<file path="config.mk">
export PLATFORM = sky130hd
export DESIGN_NAME = mips_boot_loader
export DESIGN_NICKNAME = d
export VERILOG_FILES = /design/src/rtl/mips_boot_loader_pkg.sv /design/src/rtl/mips_boot_loader_packer.sv /design/src/rtl/mips_boot_loader.sv
export SDC_FILE = /design/constraint.sdc
export NUM_CORES = 1
export LEC_CHECK = 0
export CORE_MARGIN = 2
export CORE_UTILIZATION = 35
export CTS_BUF_LIST = sky130_fd_sc_hd__clkbuf_8
export DETAILED_ROUTE_END_ITERATION = 16
export PLACE_DENSITY = 0.58
export RECOVER_POWER = 100
export SLEW_MARGIN = 0
export SYNTH_ARGS = -nofsm -noshare
export SYNTH_HDL_FRONTEND = slang
export SYNTH_HIERARCHICAL = 1
export SYNTH_SLANG_ARGS = --single-unit
export TNS_END_PERCENT = 100
</file>
<file path="constraint.sdc">
create_clock -name clk -period 5.2 [get_ports clk]
set_input_delay 0.78 -clock clk [delete_from_list [all_inputs] [get_ports clk]]
set_output_delay 0.78 -clock clk [all_outputs]
set_load 0.03 [all_outputs]
</file>
<file path="src/rtl/mips_boot_loader_pkg.sv">
// Shared definitions for the MIPS boot loader: FSM state encoding,
// header field widths and the default instruction memory depth.
package mips_boot_loader_pkg;

    localparam int CNT_W              = 8;
    localparam int BUDGET_W           = 8;
    localparam int IMEM_WORDS_DEFAULT = 64;

    typedef enum logic [2:0] {
        ST_HDR_CNT = 3'd0,
        ST_HDR_RUN = 3'd1,
        ST_LOAD    = 3'd2,
        ST_WRITE   = 3'd3,
        ST_RUN     = 3'd4,
        ST_HALT    = 3'd5,
        ST_ERROR   = 3'd6
    } boot_state_e;

endpackage

</file>
<file path="src/rtl/mips_boot_loader_packer.sv">
// Big-endian byte packer: collects four stream bytes into one 32-bit word
// and flags the transfer that completes the word.
module boot_byte_packer (
    input  logic        clk,
    input  logic        rst_n,
    input  logic        clear_i,
    input  logic        byte_valid_i,
    input  logic [7:0]  byte_i,
    output logic [31:0] word_o,
    output logic        word_done_o
);

    logic [1:0]  idx_q;
    logic [23:0] shift_q;

    always_ff @(posedge clk or negedge rst_n) begin
        if (!rst_n) begin
            idx_q   <= 2'd0;
            shift_q <= 24'd0;
        end else if (clear_i) begin
            idx_q   <= 2'd0;
            shift_q <= 24'd0;
        end else if (byte_valid_i) begin
            idx_q   <= idx_q + 2'd1;
            shift_q <= {shift_q[15:0], byte_i};
        end
    end

    // The completed word includes the byte being transferred this cycle.
    assign word_o      = {shift_q, byte_i};
    assign word_done_o = byte_valid_i && !clear_i && (idx_q == 2'd3);

endmodule

</file>
<file path="src/rtl/mips_boot_loader.sv">
// Boot loader: parses a byte-stream header (word count, run budget), writes
// the image into instruction memory, then releases and supervises the core.
module mips_boot_loader
    import mips_boot_loader_pkg::*;
#(
    parameter int          IMEM_WORDS = IMEM_WORDS_DEFAULT,
    parameter logic [31:0] IMEM_BASE  = 32'h0000_0000
) (
    input  logic        clk,
    input  logic        rst_n,
    input  logic        rx_valid,
    input  logic [7:0]  rx_data,
    output logic        rx_ready,
    input  logic        restart,
    output logic        imem_we,
    output logic [31:0] imem_addr,
    output logic [31:0] imem_wdata,
    output logic        core_rst_n,
    output logic        halted,
    output logic        err,
    output logic [31:0] cycle_cnt
);

    boot_state_e         state_q;
    logic [CNT_W-1:0]    count_q;
    logic [CNT_W-1:0]    widx_q;
    logic [BUDGET_W-1:0] budget_q;
    logic                rx_ready_q;
    logic                imem_we_q;
    logic [31:0]         imem_addr_q;
    logic [31:0]         imem_wdata_q;
    logic                core_rst_n_q;
    logic                halted_q;
    logic                err_q;
    logic [31:0]         cycle_cnt_q;

    logic                xfer;
    logic                pack_valid;
    logic                word_done;
    logic [31:0]         packed_word;
    logic [CNT_W-1:0]    widx_inc;
    logic [31:0]         budget_last;
    logic                count_bad;

    assign xfer        = rx_valid && rx_ready_q;
    assign pack_valid  = xfer && (state_q == ST_LOAD);
    assign widx_inc    = widx_q + {{(CNT_W-1){1'b0}}, 1'b1};
    assign budget_last = {{(32-BUDGET_W){1'b0}}, budget_q} - 32'd1;
    assign count_bad   = (rx_data == 8'd0) || (int'(rx_data) > IMEM_WORDS);

    boot_byte_packer u_packer (
        .clk          (clk),
        .rst_n        (rst_n),
        .clear_i      (restart),
        .byte_valid_i (pack_valid),
        .byte_i       (rx_data),
        .word_o       (packed_word),
        .word_done_o  (word_done)
    );

    // rx_ready is registered, so it first rises one edge after reset release.
    always_ff @(posedge clk or negedge rst_n) begin
        if (!rst_n) begin
            state_q      <= ST_HDR_CNT;
            count_q      <= '0;
            widx_q       <= '0;
            budget_q     <= '0;
            rx_ready_q   <= 1'b0;
            imem_we_q    <= 1'b0;
            imem_addr_q  <= 32'd0;
            imem_wdata_q <= 32'd0;
            core_rst_n_q <= 1'b0;
            halted_q     <= 1'b0;
            err_q        <= 1'b0;
            cycle_cnt_q  <= 32'd0;
        end else if (restart) begin
            state_q      <= ST_HDR_CNT;
            widx_q       <= '0;
            rx_ready_q   <= 1'b1;
            imem_we_q    <= 1'b0;
            core_rst_n_q <= 1'b0;
            halted_q     <= 1'b0;
            err_q        <= 1'b0;
            cycle_cnt_q  <= 32'd0;
        end else begin
            case (state_q)
                ST_HDR_CNT: begin
                    rx_ready_q <= 1'b1;
                    if (xfer) begin
                        count_q <= rx_data;
                        if (count_bad) begin
                            state_q    <= ST_ERROR;
                            err_q      <= 1'b1;
                            rx_ready_q <= 1'b0;
                        end else begin
                            state_q <= ST_HDR_RUN;
                        end
                    end
                end
                ST_HDR_RUN: begin
                    if (xfer) begin
                        budget_q <= rx_data;
                        state_q  <= ST_LOAD;
                    end
                end
                ST_LOAD: begin
                    if (word_done) begin
                        state_q      <= ST_WRITE;
                        rx_ready_q   <= 1'b0;
                        imem_we_q    <= 1'b1;
                        imem_addr_q  <= IMEM_BASE + {{(30-CNT_W){1'b0}}, widx_q, 2'b00};
                        imem_wdata_q <= packed_word;
                    end
                end
                ST_WRITE: begin
                    imem_we_q <= 1'b0;
                    widx_q    <= widx_inc;
                    if (widx_inc < count_q) begin
                        state_q    <= ST_LOAD;
                        rx_ready_q <= 1'b1;
                    end else begin
                        state_q      <= ST_RUN;
                        core_rst_n_q <= 1'b1;
                    end
                end
                ST_RUN: begin
                    if (cycle_cnt_q != 32'hFFFF_FFFF) begin
                        cycle_cnt_q <= cycle_cnt_q + 32'd1;
                    end
                    // A zero budget means the core runs until restart or reset.
                    if ((budget_q != '0) && (cycle_cnt_q == budget_last)) begin
                        state_q      <= ST_HALT;
                        halted_q     <= 1'b1;
                        core_rst_n_q <= 1'b0;
                    end
                end
                ST_HALT, ST_ERROR: begin
                    state_q <= state_q;
                end
                default: begin
                    state_q <= ST_HDR_CNT;
                end
            endcase
        end
    end

    assign rx_ready   = rx_ready_q;
    assign imem_we    = imem_we_q;
    assign imem_addr  = imem_addr_q;
    assign imem_wdata = imem_wdata_q;
    assign core_rst_n = core_rst_n_q;
    assign halted     = halted_q;
    assign err        = err_q;
    assign cycle_cnt  = cycle_cnt_q;

endmodule

</file>
==> results.py <==
metrics = {
    "grt": {
        "grt_pass1_vias": 4870,
        "grt_util_all_layers_pct": 15.9,
        "grt_overflow": 0,
        "antenna_found_initial": 0,
        "grt_pass1_wl_um": 25200,
        "grt_max_degree": 55,
    },
    "layout": {
        "n_fill_cell": 1804,
        "nets": 729,
        "n_antenna_cell": 0,
        "mostFrequentLayoutCell": "dfrtp_1",
        "final_cell_mix": "130 x dfrtp_1, 78 x dlygate4sd3_1, 74 x nor2_1",
        "area_growth_pct": 19.6,
        "drive_above_1_share_pct": 14.9,
    },
    "clocking": {
        "cts_resized": 0,
        "postCtsHoldBufs": 0,
        "numCtsBuffers": 17,
        "clk_latency_ns": 0.44,
        "path_clk_slew_ns": 0.08,
        "cts.sinks": 130,
        "cts.path.max_buffers": 2,
        "htreeDepth": 4,
        "cts_setup_buffers": 0,
        "cts-root-buf": "clkbuf_8",
        "cts_tree": "yes",
    },
    "routing": {
        "drtIter0Drc": 253,
        "routed_via_density": 5.05,
        "detail_route.wl_per_cell_um": 15.9,
        "ant_nets": 0,
        "vias": 4817,
        "drc": 0,
        "routed_wl_um": 15200,
        "first_pass_iters": 4,
    },
    "synthesis": {
        "yosys.area.top_type_share_pct": 48.8,
        "synth-simple-area-share_pct": 18.1,
        "yosys.area_share.xor_xnor_pct": 6.17,
        "netlist_area_um2": 6670,
        "ys.flop_type": "dfrtp_1",
        "synth_top_family_by_area": "simple AND/OR/NAND/NOR gates",
        "ys_warn_count": 6,
        "yosysTopAreaCell": "dfrtp_1",
        "synth-edff-count": 0,
        "synth_seq_area_share_pct": 48.8,
        "async_reset_ff_share_pct": 100,
        "syn_inst": 626,
        "syn_avg_cell_area_um2": 10.7,
        "synthAdderAreaFrac_pct": 2.06,
        "synthMuxAreaShare_pct": 13.0,
        "synth_compound_gate_area_share_pct": 4.77,
        "synth-seq-cells": 130,
        "yosysUniqueCellTypes": 58,
        "yosys-top-cells-area": "dfrtp_1 49%, mux2_2 9.1%, xnor2_1 5.4%",
    },
    "floorplanning": {
        "die_h_um": 142,
        "start_util_pct": 35.7,
        "core.rowCount": 50,
        "ios": 113,
        "die_area_um2": 20200,
        "fp.coreArea_um2": 18700,
        "dieWidth_um": 142,
    },
    "setup_path": {
        "critPathRequiredTime_ns": 5.52,
        "critPathArrivalTime_ns": 4.06,
        "path_max_fanout": 36,
        "crit_path_end_kind": "register",
        "crit_type": "primary input to register",
        "worstSetupStartpointType": "primary input",
    },
    "sta": {
        "period_share_pct": 71.9,
        "max_slew_margin_pct": -62.9,
        "rsz0062_at_grt": "no",
        "finalSetupTns_ns": 0,
        "fin_skew_ns": 0.0125,
        "fmax_mhz": 267,
        "tightest_slew_ns": 2.44,
        "timing.final.max_slew_violations": 127,
        "period_needed_ns": 3.74,
        "setup_viol": 0,
        "hold_viol": 0,
    },
    "pwr": {
        "p_leak_nw": 3.70,
        "power.density_nw_per_um2": 344,
        "peakVddDrop_v": 0.000190,
        "total_power_w": 0.00275,
    },
    "hold_path": {
        "hold_class": "register to register",
    },
    "placement": {
        "numPortBuffers": 88,
        "dpl.hpwl_um": 10600,
        "gp_congestion": 0.876,
    },
    "job": {
        "max-cap-violations": 3,
    },
    "status": {
        "failed_checks": "capacitance limit, slew limit",
        "run_status": "finished with violations",
    },
}
[critical path: stages]
cell,delay (ns)
clkbuf_1,1.25
nor2_1,0.36
nand4_1,0.29
clkbuf_1,0.93
mux2_2,0.42
[cells by family after synthesis]
logic type                 count (synthesis)
and+or+nand+nor                          230
muxes                                     80
DFF                                      130
AOI/OAI and AO/OA                         51
buffers and inverters                     76
xor gates and xnor gates                  47
adders and majority gates                 11
other                                      1
[layer usage]
metal  track usage, %  wire length, um
met1             21.0             7030
met2             25.1             7090
met3             4.34              868
met4             5.47              192
met5                0                0
[power by group]
part	switching (W)	internal, W
Combinational	0.000365	0.000271
Sequential	0.000119	0.00110
Clock	0.000429	0.000459
Total	0.000913	0.00183
[state kept, by name, summed over array words and instances (netlist names)]
signal            flops
budget_q              8
core_rst_n            1
count_q               8
cycle_cnt            32
err                   1
halted                1
imem_addr             8
imem_wdata           32
imem_we               1
rx_ready              1
state_q               3
u_packer/idx_q        2
u_packer/shift_q     24
widx_q                8
[final timing paths]
check | from | end | slack (ns) | cells past startpoint
setup / recovery | restart | imem_addr[8] | 1.46 | 5
hold / removal | count_q[7] | count_q[7] | 0.49 | 2
setup reg to reg | state_q[2] | imem_addr[8] | 2.08 | 9
hold reg to reg | count_q[7] | count_q[7] | 0.49 | 2
max in group asynchronous | rst_n | u_packer/idx_q[0] | 1.80 | 2
min in group asynchronous | rst_n | widx_q[3] | 1.08 | 1
[Yosys cell counts, types with 3 or more instances]
library cell  instances
and3_1                8
dfrtp_1             130
xor2_1                6
buf_4                32
nor4_2                7
or3_1                 9
a31oi_1               6
mux2_2               54
o21ai_0              17
nor2b_1               3
buf_1                 4
ha_1                 11
nand4_1              14
nand2b_1              3
inv_1                17
nand3_1              15
or2_2                 4
clkbuf_1              9
or4_1                 3
a21oi_1              11
nand2_1              37
nor2_1               74
nor4_1               14
nor3_1               22
xnor2_1              41
buf_2                 9
mux2i_1              26
[layout make-up]
class / instances / area, um^2 / share of cell area (%)
repair buffers: 97 / 922 / 11.6
clock buffers: 19 / 262 / 3.28
well taps: 234 / 293 / 3.67
flip-flops and latches: 130 / 3250 / 40.8
clock inverters: 13 / 151 / 1.90
multi-input cells: 443 / 3030 / 38.0
inverters: 17 / 63.8 / 0.800
[stage by stage]
step	setup slack [ns]	cell area (um^2)	hold WS, ns	util, %	cells
after global placement	1.83	7590	0.475	40.6	921
after floorplan	2.63	6760	0.450	-	649
final	1.46	7980	0.494	42.7	953
after detailed placement	1.71	7590	0.482	40.6	921
after CTS	2.17	8000	0.330	42.8	953
after global routing	1.03	7980	0.527	42.7	953
Note: power is estimated with default switching activity, not from simulation.
